===== config.mk =====
export PLATFORM = sky130hd
export DESIGN_NAME = gpsdo_loop_sequencer
export DESIGN_NICKNAME = d
export VERILOG_FILES = /design/src/rtl/gpsdo_loop_sequencer.sv
export SDC_FILE = /design/constraint.sdc
export NUM_CORES = 1
export LEC_CHECK = 0
export ABC_AREA = 1
export CORE_ASPECT_RATIO = 1.25
export CORE_MARGIN = 1.5
export CORE_UTILIZATION = 39
export DETAILED_ROUTE_END_ITERATION = 10
export SYNTH_ARGS = -nofsm -noshare
export SYNTH_HDL_FRONTEND = slang
export SYNTH_SLANG_ARGS = --single-unit

===== constraint.sdc =====
create_clock -name CLK_SYS -period 2.38 [get_ports CLK_SYS]
set_input_delay 0.357 -clock CLK_SYS [delete_from_list [all_inputs] [get_ports CLK_SYS]]
set_output_delay 0.357 -clock CLK_SYS [all_outputs]
set_load 0.05 [all_outputs]

===== src/rtl/gpsdo_loop_sequencer.sv =====
// GPSDO loop sequencer: qualifies PPS phase measurements, walks the loop through
// warm-up, acquisition, tracking and lock, and freezes the PID in holdover.
module gpsdo_loop_sequencer #(
  parameter int WARMUP_CNT     = 4,
  parameter int ACQ_THRESH     = 1000,
  parameter int ACQ_COUNT      = 8,
  parameter int LOCK_THRESH    = 20,
  parameter int LOCK_COUNT     = 16,
  parameter int UNLOCK_THRESH  = 100,
  parameter int TIMEOUT_CYCLES = 15000000
) (
  input  logic        CLK_SYS,
  input  logic        CLK_RST,
  input  logic [23:0] Measure_Phase,
  input  logic        Measure_Done,
  output logic        Pid_Update,
  output logic [15:0] Phase_Err,
  output logic [1:0]  Pid_Gain_Sel,
  output logic        Pid_Hold,
  output logic        Led_Lock,
  output logic [2:0]  Loop_State
);

  localparam int RUN_MAX = (WARMUP_CNT > ACQ_COUNT)
                         ? ((WARMUP_CNT > LOCK_COUNT) ? WARMUP_CNT : LOCK_COUNT)
                         : ((ACQ_COUNT > LOCK_COUNT) ? ACQ_COUNT : LOCK_COUNT);
  localparam int RUN_W   = $clog2(RUN_MAX + 1);
  localparam int TIMER_W = $clog2(TIMEOUT_CYCLES + 1);

  localparam logic [RUN_W-1:0]   WARMUP_LIM = RUN_W'(WARMUP_CNT);
  localparam logic [RUN_W-1:0]   ACQ_N_LIM  = RUN_W'(ACQ_COUNT);
  localparam logic [RUN_W-1:0]   LOCK_N_LIM = RUN_W'(LOCK_COUNT);
  localparam logic [23:0]        ACQ_LIM    = 24'(ACQ_THRESH);
  localparam logic [23:0]        LOCK_LIM   = 24'(LOCK_THRESH);
  localparam logic [23:0]        UNLOCK_LIM = 24'(UNLOCK_THRESH);
  localparam logic [TIMER_W-1:0] TIMER_MAX  = TIMER_W'(TIMEOUT_CYCLES);
  localparam logic [TIMER_W-1:0] TIMER_LAST = TIMER_W'(TIMEOUT_CYCLES - 1);

  typedef enum logic [2:0] {
    ST_IDLE     = 3'd0,
    ST_ACQUIRE  = 3'd1,
    ST_TRACK    = 3'd2,
    ST_LOCKED   = 3'd3,
    ST_HOLDOVER = 3'd4
  } loop_state_t;

  loop_state_t        state_q, state_d;
  logic [RUN_W-1:0]   run_q, run_d, run_inc;
  logic [TIMER_W-1:0] timer_q, timer_d;
  logic [23:0]        phase_mag;
  logic [15:0]        phase_sat;
  logic               update_d;
  logic               active_q, active_d;
  logic               timeout_hit;
  logic [1:0]         gain_d;

  // The most negative code has no positive twin, so it folds onto the largest magnitude.
  always_comb begin
    phase_mag = Measure_Phase;
    if (Measure_Phase == 24'h800000) begin
      phase_mag = 24'h7FFFFF;
    end else if (Measure_Phase[23]) begin
      phase_mag = ~Measure_Phase + 24'd1;
    end
  end

  always_comb begin
    phase_sat = Measure_Phase[15:0];
    if (!Measure_Phase[23] && (|Measure_Phase[22:15])) begin
      phase_sat = 16'h7FFF;
    end else if (Measure_Phase[23] && !(&Measure_Phase[22:15])) begin
      phase_sat = 16'h8000;
    end
  end

  assign run_inc     = run_q + 1'b1;
  assign active_q    = (state_q == ST_ACQUIRE) || (state_q == ST_TRACK) || (state_q == ST_LOCKED);
  assign timeout_hit = !Measure_Done && (timer_q == TIMER_LAST);

  always_comb begin
    timer_d = timer_q;
    if (Measure_Done) begin
      timer_d = '0;
    end else if (timer_q != TIMER_MAX) begin
      timer_d = timer_q + 1'b1;
    end
  end

  // A strobe always takes priority over a timeout landing in the same cycle.
  always_comb begin
    state_d  = state_q;
    run_d    = run_q;
    update_d = 1'b0;
    if (Measure_Done) begin
      case (state_q)
        ST_IDLE: begin
          if (run_inc == WARMUP_LIM) begin
            state_d = ST_ACQUIRE;
            run_d   = '0;
          end else begin
            run_d = run_inc;
          end
        end
        ST_ACQUIRE: begin
          update_d = 1'b1;
          if (phase_mag < ACQ_LIM) begin
            if (run_inc == ACQ_N_LIM) begin
              state_d = ST_TRACK;
              run_d   = '0;
            end else begin
              run_d = run_inc;
            end
          end else begin
            run_d = '0;
          end
        end
        ST_TRACK: begin
          update_d = 1'b1;
          if (phase_mag > ACQ_LIM) begin
            state_d = ST_ACQUIRE;
            run_d   = '0;
          end else if (phase_mag < LOCK_LIM) begin
            if (run_inc == LOCK_N_LIM) begin
              state_d = ST_LOCKED;
              run_d   = '0;
            end else begin
              run_d = run_inc;
            end
          end else begin
            run_d = '0;
          end
        end
        ST_LOCKED: begin
          update_d = 1'b1;
          if (phase_mag > ACQ_LIM) begin
            state_d = ST_ACQUIRE;
            run_d   = '0;
          end else if (phase_mag > UNLOCK_LIM) begin
            state_d = ST_TRACK;
            run_d   = '0;
          end
        end
        ST_HOLDOVER: begin
          state_d = ST_ACQUIRE;
          run_d   = '0;
        end
        default: begin
          state_d = ST_IDLE;
          run_d   = '0;
        end
      endcase
    end else if (active_q && timeout_hit) begin
      state_d = ST_HOLDOVER;
      run_d   = '0;
    end
  end

  // Gain only tracks the loop states; holdover keeps whatever gain was last in use.
  always_comb begin
    active_d = (state_d == ST_ACQUIRE) || (state_d == ST_TRACK) || (state_d == ST_LOCKED);
    gain_d   = Pid_Gain_Sel;
    case (state_d)
      ST_ACQUIRE: gain_d = 2'd0;
      ST_TRACK:   gain_d = 2'd1;
      ST_LOCKED:  gain_d = 2'd2;
      default:    gain_d = Pid_Gain_Sel;
    endcase
  end

  always_ff @(posedge CLK_SYS or posedge CLK_RST) begin
    if (CLK_RST) begin
      state_q <= ST_IDLE;
    end else begin
      state_q <= state_d;
    end
  end

  always_ff @(posedge CLK_SYS or posedge CLK_RST) begin
    if (CLK_RST) begin
      run_q        <= '0;
      timer_q      <= '0;
      Pid_Update   <= 1'b0;
      Phase_Err    <= '0;
      Pid_Gain_Sel <= '0;
      Pid_Hold     <= 1'b1;
      Led_Lock     <= 1'b0;
    end else begin
      run_q        <= run_d;
      timer_q      <= timer_d;
      Pid_Update   <= update_d;
      if (Measure_Done) begin
        Phase_Err <= phase_sat;
      end
      Pid_Gain_Sel <= gain_d;
      Pid_Hold     <= !active_d;
      Led_Lock     <= (state_d == ST_LOCKED);
    end
  end

  assign Loop_State = state_q;

endmodule

==> results of run 1 <==
==> path summary, 6_finish.rpt <==
path                                  startpoint            to  slack [ns]
worst max-delay path                  timer_q[1]   timer_q[22]       -0.07
worst min-delay path                     CLK_RST      run_q[2]        0.42
worst max register to register        timer_q[1]   timer_q[22]       -0.07
worst min register to register      Phase_Err[9]  Phase_Err[9]        0.49
max in group asynchronous                CLK_RST      Pid_Hold        1.68
min in group CLK_SYS            Measure_Phase[5]  Phase_Err[5]        0.42
==> stage by stage <==
step                std cells  cell area, um^2
floorplan                 611             3940
global placement          860             5202
detailed placement        860             5202
CTS                       877             5628
global route              891             5928
finish                    891             5928
==> layout make-up <==
cell class	count	share of cell area [%]
Clock buffer	6	2.174
Sequential cell	53	22.41
Clock inverter	2	0.2533
Multi-Input combinational cell	466	45.31
Timing Repair Buffer	160	22.25
Inverter	78	4.939
Tap cell	126	2.659
==> logic make-up after synthesis <==
kind of cell / synth area share (%)
and+or+nand+nor: 43.16
buffers and inverters: 9.305
AOI/OAI and AO/OA: 11.46
DFF: 33.69
xor gates and xnor gates: 1.111
adders and majority gates: 1.270
==> layer usage <==
| layer | track usage [%] | vias up |
|---|---|---|
| li1 | - | 2304 |
| met1 | 25.94 | 2066 |
| met2 | 41.12 | 97 |
| met3 | 2.646 | 29 |
| met4 | 10.61 | 0 |
| met5 | 0 | - |
==> worst reg2reg max path, delay by kind of cell, from the launching register on <==
family / cells / cell delay, ns
buffers and inverters: 1 / 0.06
DFF: 1 / 0.44
AOI/OAI and AO/OA: 2 / 0.28
and+or+nand+nor: 10 / 1.41
adders and majority gates: 1 / 0.18
==> report_power, final <==
| group | total (uW) | switching (uW) | internal (uW) | leakage, uW |
|---|---|---|---|---|
| Combinational | 737 | 451 | 286 | 0.00205 |
| Clock | 724 | 333 | 391 | 0.0000631 |
| Sequential | 973 | 28.5 | 944 | 0.000704 |
| Total | 2430 | 813 | 1620 | 0.00282 |
==> sequential cells by signal, indices dropped and copies added, names as in the netlist <==
signal        cells
timer_q          24
Pid_Hold          1
Loop_State        3
Phase_Err        16
Led_Lock          1
run_q             5
Pid_Gain_Sel      2
Pid_Update        1
==> Yosys cell counts (2+ instances only) <==
master / number
o211ai_1: 2
a211oi_1: 4
nand3_1: 64
nand4_1: 12
buf_2: 2
o21ai_0: 44
nor2_1: 80
clkbuf_1: 8
nor4_1: 7
nand3_2: 2
or4_1: 2
nand2_1: 160
nor2_2: 15
a31oi_1: 3
buf_6: 2
inv_2: 2
nand3b_1: 4
a21oi_1: 21
inv_1: 75
nand2_4: 2
nand2_2: 4
and3_1: 2
dfrtp_1: 52
xor2_1: 5
nor3_1: 15
nor3_2: 3
ha_1: 4
==> repair_timing <==
action | 4_1_cts | 5_1_grt
resized for setup | 87 | 99
setup endpoints to repair | 12 | 15
pin swaps | 37 | 54
cloned | 1 | 0
setup buffers | 8 | 15
==> metrics, run 1 <==
Most common cell on crit path=nor2_4; WL met3=roughly 300 um; Largest stage delay, worst path=0.44 ns; Die Area=~11000 um^2; CTS tree=built; Slowest cell on crit path=dfrtp_1; Ports=a little over 50; critical path type=reg2reg; R2R depth=14; IO Port Bufs=50; FMAX=~400 MHz; Finished Core Util=just over 60%; Rows=40; Starting Density=approximately two fifths; overall global routing resource usage=about 22%; CP Launch Type=register; later-pin clock latency in the skew report=about 0.29 ns; drt total wl=about 12000 um; mapped cell area=slightly below 4000 um^2; failing checks=setup timing; layout cells sized above 1=roughly a third; cell taking the most area after synthesis=dfrtp_1; GRT Residual Overflow=0; crit-path leading delay family=simple AND/OR/NAND/NOR gates; clock skew=approximately 0.007 ns; Antenna Diode Count=0; Clock transition at path regs=about 0.070 ns; worst slack at placement=-0.6146 ns; # fillers=890; CP max FO=3; initial detailed-routing violation count=189; PwrDens=roughly 410 nW/um^2; slew margin rel.=30.96%; pin count of the biggest net entering global routing=between 50 and 60; Post-synth EDFFs=0; met1 WL=between 4000 and 5000 um; worst IR drop on VDD=roughly 0.28 mV; DRC=0; CP required=2.59 ns; unrepaired setup endpoints after global routing=true; max_cap viols=0; endpoints failing setup=2; Distinct cells, synth=42; outcome=finished, violations left; CP endpoint kind=register; final hold vios=0; Final min period=approximately 2.4 ns; DRT Pass-1 Iters=4; hold_buf cts=0; most frequent cells in the layout=nand2_1, buf_4, inv_1; number of stages on the worst setup path=14; syn avg cell area=approximately 6.4 um^2; Final HPWL DP=between 8000 and 9000 um; CTS Buf Count=5; minimum hold slack=between 0.4 and 0.5 ns; CTS Sinks=53; initial antenna violation count=0; P&R area growth vs syn=50.46%; Root Buffer=clkbuf_16; DR WL/cell=approximately 13 um; Setup WS post-layout=-0.06983 ns; Nets=roughly 800; Tightest Hold Check Type=in2async; drt via density=5.046; buffers and inverters on the worst path=1; vias in the first global route=4357; Slew Limit Fails=0; synth top area cells=dfrtp_1, nand2_1, nand3_1; die height=between 100 and 150 um; Cells after Synth=611; arrival time worst endpoint=2.66 ns; Final GP Congestion=roughly 0.90; core region area=around 10000 um^2; Total Power=~2400 uW; Die W=approximately 93 um; register area share after synthesis=roughly 34%; top cell type's share of synthesized area=between 30% and 40%; register area=between 1000 and 1500 um^2; multi-input logic area=around 2700 um^2; CP Cell Sequence=ha_4 > nand2_4 > nor2_4 > inv_2 > nor2_4 > nand3_2 > nor2_4 > nand3_2 > nor3_2 > nand2_1 > nor3_2 > and3_4 > a31oi_2 > a211oi_2; #FFs+latches synth=53; Net Count, Synth=about 640; leakage power=0.002819 uW; most common cell after layout, fill and taps aside=nand2_1; H-tree depth=2; routed vias=between 4000 and 5000; DR WL met2=~6400 um; fraction of the cycle the final worst path needs=102.9%; first-pass GRT wire length=~19000 um; Ys Warns=0; Clock Tree Buf Depth=2; Synth Flop Type=dfrtp_1; max layer used=met4; worst-margin pin slew=~1.0 ns; ys async rst share=100.0%; post-route antenna net violation count=0; Setup TNS=-0.1151 ns
(Power assumes the default switching activity.)
==> run 2: changes to the inputs <==
--- a/config.mk
+++ b/config.mk
@@ -9,7 +9,9 @@
 export CORE_ASPECT_RATIO = 1.25
 export CORE_MARGIN = 1.5
 export CORE_UTILIZATION = 39
+export CTS_BUF_LIST = sky130_fd_sc_hd__clkbuf_16
 export DETAILED_ROUTE_END_ITERATION = 10
+export SLEW_MARGIN = 25
 export SYNTH_ARGS = -nofsm -noshare
 export SYNTH_HDL_FRONTEND = slang
 export SYNTH_SLANG_ARGS = --single-unit
==> constraint.sdc (replaced) <==
create_clock -name CLK_SYS -period 2.38 [get_ports CLK_SYS]
set_input_delay 0.357 -clock CLK_SYS [delete_from_list [all_inputs] [get_ports CLK_SYS]]
set_output_delay 0.357 -clock CLK_SYS [all_outputs]
set_load 0.1 [all_outputs]
==> run 2 against run 1 <==
The run now ends clean. Hold slack got worse by 0.035 ns. Via count is 1.5% higher. Sequential share of layout area is 0.18 points higher. Cell count is 0.11% lower. Worst setup slack gained 0.14 ns. Critical path type unchanged. Critical endpoint unchanged.
==> metrics, run 2 (synthesis results as in run 1) <==
max_cap viols=0 (unchanged); Final GP Congestion=0.9173 (+1.5%); # fillers=945 (+6.2%); placed cell area=5120 um^2 (-1.6%); Die Area=10720 um^2 (unchanged); CTS Buf Count=5 (unchanged); PwrDens=453.0 nW/um^2 (+10%); slew margin rel.=55.57% (+25 points); worst IR drop on VDD=0.3756 mV (+33%); Root Buffer=clkbuf_16; CP Cell Sequence=buf_4 > ha_4 > nand2_2 > nor2_4 > inv_2 > nor2_4 > nand3_4 > nor2_4 > nand3_2 > nor3_2 > nand2_1 > nor3_4 > and3_4 > a31oi_1 > a211oi_2; final instance area=5876 um^2 (-0.89%); CTS tree=built; initial antenna violation count=0 (unchanged); Final HPWL DP=8798 um (-0.12%); FMAX=433.2 MHz (+6.1%); most common cell after layout, fill and taps aside=nand2_1; R2R depth=15 (+1); Slowest cell on crit path=dfrtp_1; Starting Density=40.58% (unchanged); IO Port Bufs=50 (unchanged); worst r2r src=timer_q[1]; worst-margin pin slew=0.6658 ns (-0.3660 ns); fraction of the cycle the final worst path needs=96.99% (-5.9 points); Clock Tree Buf Depth=2 (unchanged); hold path depth=3; non-filler cells, final=890 (-0.11%); Largest register FFs=24 (unchanged); Rows=40 (unchanged); Die W=92.90 um (unchanged); Tightest Hold Check Type=in2reg; Hold EP=Phase_Err[5]; Most common cell on crit path=nor2_4; GRT Residual Overflow=0 (unchanged); placed insts=857 (-0.35%); final hold vios=0 (unchanged); later-pin clock latency in the skew report=0.29 ns (about the same); die height=115.4 um (unchanged); Ports=51 (unchanged); Largest stage delay, worst path=0.39 ns (-0.05 ns); Biggest register=timer_q; Antenna Diode Count=0 (unchanged); endpoints failing setup=0 (-2); Clock transition at path regs=0.08 ns (about the same); CP max FO=4 (+1); CP endpoint kind=register; initial detailed-routing violation count=149 (-21%); Reg2Reg Setup Slack=0.07 ns (+0.14 ns); min-delay src=Measure_Phase[5]; DRC=0 (unchanged); outcome=complete, no violations; critical path type=reg2reg; layout cells sized above 1=37.17% (+3.7 points); biggest regs=timer_q x24, Phase_Err x16, run_q x5; pin count of the biggest net entering global routing=54 (unchanged); first-pass GRT wire length=19070 um (-1.5%); Setup WS post-layout=0.07158 ns (+0.1414 ns); Slew Limit Fails=0 (unchanged); Final min period=2.308 ns (-0.1414 ns); most frequent cells in the layout=nand2_1, buf_4, inv_1; CP Launch Type=register; P&R area growth vs syn=49.13%; routed vias=4565 (+1.5%); drt total wl=11900 um (-0.43%); clock skew=0.009339 ns (+0.002162 ns); CP required=2.59 ns (about the same); minimum hold slack=0.3853 ns (-0.03470 ns); DR WL/cell=13.37 um (-0.32%); post-route antenna net violation count=0 (unchanged); leakage power=0.002887 uW (+2.4%); reg2reg end=timer_q[22]; unrepaired setup endpoints after global routing=true; core region area=9709 um^2 (unchanged); CTS Sinks=53 (unchanged); hold_buf cts=0 (unchanged); Nets=794 (-0.13%); H-tree depth=2 (unchanged); vias in the first global route=4341 (-0.37%); drt via density=5.129 (+1.6%); worst slack at placement=-0.6519 ns (-0.03728 ns); DRT Pass-1 Iters=4 (unchanged); arrival time worst endpoint=2.52 ns (-0.14 ns); overall global routing resource usage=22.08% (-0.41 points)
==> run 2: final cells by class <==
| class | count | area, um^2 | area share [%] |
|---|---|---|---|
| clock inverter | 3 | 45.04 | 0.7666 |
| multi-input combinational | 466 | 2669 | 45.42 |
| inverter | 78 | 295.3 | 5.026 |
| clock buffer | 5 | 125.1 | 2.129 |
| tap | 126 | 157.7 | 2.683 |
| sequential | 53 | 1328 | 22.59 |
| timing repair buffer | 159 | 1256 | 21.38 |
==> run 2: worst max-delay path: cells and delay by family, from the launching register on <==
family / cells / cell delay, ns
buffers and inverters: 2 / 0.20
adder cells (fa/ha/maj): 1 / 0.13
AND/OR/NAND/NOR: 10 / 1.28
AO/OA/AOI/OAI: 2 / 0.24
flip-flops: 1 / 0.39
==> run 2: worst max path at each step <==
stage	cells after the start	slack [ns]	end	startpoint
2_1_floorplan	20	0.16	Pid_Gain_Sel[1]	Measure_Phase[0]
3_3_place_gp	14	-0.59	run_q[4]	Measure_Phase[0]
3_5_place_dp	14	-0.65	run_q[4]	Measure_Phase[0]
4_1_cts	17	0.0005	run_q[1]	Measure_Phase[15]
5_1_grt	15	-0.08	timer_q[22]	timer_q[1]
6_report	15	0.07	timer_q[22]	timer_q[1]
==> run 2: per-layer routing <==
| layer | global-route usage, % | part of all wire (%) |
|---|---|---|
| met1 | 24.72 | 41 |
| met2 | 42.00 | 53 |
| met3 | 2.513 | 2.9 |
| met4 | 8.990 | 3.6 |
| met5 | 0 | 0 |
==> run 2: report_power, final <==
part	internal [uW]	leakage, uW	switching [uW]
Sequential	944	0.000705	26.8
Clock	501	0.0000834	337
Combinational	274	0.00210	580
==> run 2: metrics by stage <==
| step | TNS (ns) | util, % | power, uW |
|---|---|---|---|
| floorplan | 0 | - | 1482 |
| global placement | -5.733 | 52.73 | 1764 |
| detailed placement | -6.611 | 52.73 | 1772 |
| CTS | 0 | 56.64 | 2650 |
| global route | -0.2092 | 60.52 | 2788 |
| finish | 0 | 60.52 | 2662 |
==> run 2: what timing repair did <==
item                                    CTS  global route
setup buffers                             7            17
endpoints found under the setup margin   12            15
gates cloned                              0             1
pin swaps                                31            58
gates resized for setup                  74           113
==> run 3: changes to the inputs <==
--- a/config.mk
+++ b/config.mk
@@ -11,7 +11,7 @@
 export CORE_UTILIZATION = 39
 export CTS_BUF_LIST = sky130_fd_sc_hd__clkbuf_16
 export DETAILED_ROUTE_END_ITERATION = 10
-export SLEW_MARGIN = 25
+export SLEW_MARGIN = 10
 export SYNTH_ARGS = -nofsm -noshare
 export SYNTH_HDL_FRONTEND = slang
 export SYNTH_SLANG_ARGS = --single-unit
==> run 3 against run 2 <==
Clock power about the same. Cell count unchanged. Highest routed layer unchanged. Sequential share of layout area about the same. Largest power group unchanged. Utilization about the same. Sequential cell count unchanged. Global-route usage unchanged.
==> metrics, run 3 (synthesis results as in run 1) <==
CP endpoint kind=register; leakage power=0.002887 uW (about the same); Tightest Hold Check Type=in2reg; Setup TNS=0 ns (unchanged); core region area=9709 um^2 (unchanged); DRC=0 (unchanged); CP Cell Sequence=buf_4 > ha_4 > nand2_2 > nor2_4 > inv_2 > nor2_4 > nand3_4 > nor2_4 > nand3_2 > nor3_2 > nand2_1 > nor3_4 > and3_4 > a31oi_1 > a211oi_2; drt total wl=11910 um (about the same); outcome=complete, no violations; initial detailed-routing violation count=165 (+11%); first-pass GRT wire length=19070 um (unchanged); most frequent cells in the layout=nand2_1, buf_4, inv_1; CTS Buf Count=5 (unchanged); placed insts=857 (unchanged); Die Area=10720 um^2 (unchanged); Ports=51 (unchanged); fraction of the cycle the final worst path needs=96.95% (about the same); IO Port Bufs=50 (unchanged); vias in the first global route=4341 (unchanged); Most common cell on crit path=nor2_4; die height=115.4 um (unchanged); later-pin clock latency in the skew report=0.29 ns (about the same); Rows=40 (unchanged); biggest regs=timer_q x24, Phase_Err x16, run_q x5; Final min period=2.307 ns (-0.0009907 ns); CP Launch Type=register; max_cap viols=0 (unchanged); Largest stage delay, worst path=0.39 ns (about the same); Largest register FFs=24 (unchanged); P&R area growth vs syn=49.06% (about the same); GRT Residual Overflow=0 (unchanged); CP max FO=4 (unchanged); slew margin rel.=29.71% (-26 points); most common cell after layout, fill and taps aside=nand2_1; CP required=2.59 ns (about the same); Setup WS post-layout=0.07257 ns (+0.0009907 ns); routed vias=4553 (-0.26%); Antenna Diode Count=0 (unchanged); H-tree depth=2 (unchanged); R2R depth=15 (unchanged); Root Buffer=clkbuf_16; worst-margin pin slew=1.051 ns (+0.3847 ns); Final GP Congestion=0.9173 (unchanged); Clock Tree Buf Depth=2 (unchanged); arrival time worst endpoint=2.52 ns (about the same); Die W=92.90 um (unchanged); Final HPWL DP=8798 um (unchanged); Nets=794 (unchanged); PwrDens=453.1 nW/um^2 (about the same); unrepaired setup endpoints after global routing=true; overall global routing resource usage=22.08% (unchanged); worst IR drop on VDD=0.3755 mV (about the same); Starting Density=40.58% (unchanged); CTS tree=built; clock skew=0.009297 ns (-0.00004252 ns); Clock transition at path regs=0.08 ns (about the same); DRT Pass-1 Iters=5 (+1); Biggest register=timer_q; Slowest cell on crit path=dfrtp_1; final hold vios=0 (unchanged); initial antenna violation count=0 (unchanged); hold path depth=3 (unchanged); post-route antenna net violation count=0 (unchanged); endpoints failing setup=0 (unchanged); Slew Limit Fails=0 (unchanged); layout cells sized above 1=37.04% (-0.13 points); non-filler cells, final=890 (unchanged); # fillers=944 (-0.11%); FMAX=433.4 MHz (about the same); Total Power=2661 uW (about the same); DR WL/cell=13.38 um (about the same); drt via density=5.116 (-0.26%); critical path type=reg2reg; CTS Sinks=53 (unchanged); worst slack at placement=-0.6519 ns (unchanged); pin count of the biggest net entering global routing=54 (unchanged)
[run 3: layout make-up]
type                    count  area [um^2]  area share [%]
clock inverters             3        45.04          0.7669
clock buffers               5        125.1           2.130
multi-input cells         466         2666           45.40
well taps                 126        157.7           2.684
flip-flops and latches     53         1328           22.60
inverters                  78        295.3           5.028
repair buffers            159         1256           21.39
[run 3: metal layers]
layer  GRT usage (%)  up-vias  wire [um]
met5               0        -          0
met2           42.00       89       6322
met3           2.513       30        358
met1           24.72     2143       4840
met4           8.990        0        384
li1                -     2291          -
[run 3: worst paths after layout]
kind / start / end / slack, ns
max reg2reg: timer_q[1] / timer_q[22] / 0.07
min in group asynchronous: CLK_RST / run_q[4] / 0.42
max in group asynchronous: CLK_RST / Pid_Hold / 1.69
min reg2reg: Phase_Err[13] / Phase_Err[13] / 0.50
min: Measure_Phase[5] / Phase_Err[5] / 0.38
max: timer_q[1] / timer_q[22] / 0.07
[run 3: timing repair]
item | in CTS | in global routing
hold buffers | 0 | 0
setup endpoints to repair | 12 | 15
cloned | 0 | 1
resized for setup | 74 | 113
pin swaps | 31 | 58
buffers inserted | 7 | 17
[run 3: worst max-delay path: cells and delay by family (launching register included)]
family / cells / cell delay (ns)
simple gates: 10 / 1.28
flops: 1 / 0.39
compound gates: 2 / 0.24
buf+inv: 2 / 0.20
fa+ha+maj: 1 / 0.13
[run 3: where the power goes]
group / internal (uW) / switching (uW)
Sequential: 944 / 26.8
Clock: 501 / 336
Combinational: 274 / 579
Total: 1720 / 943
[run 3: stage by stage]
step | util, % | hold slack [ns] | cell area, um^2
2_1_floorplan | - | 0.4474 | 3940
3_3_place_gp | 52.73 | 0.4730 | 5120
3_5_place_dp | 52.73 | 0.4800 | 5120
4_1_cts | 56.64 | 0.4423 | 5499
5_1_grt | 60.49 | 0.4142 | 5873
6_report | 60.49 | 0.3849 | 5873
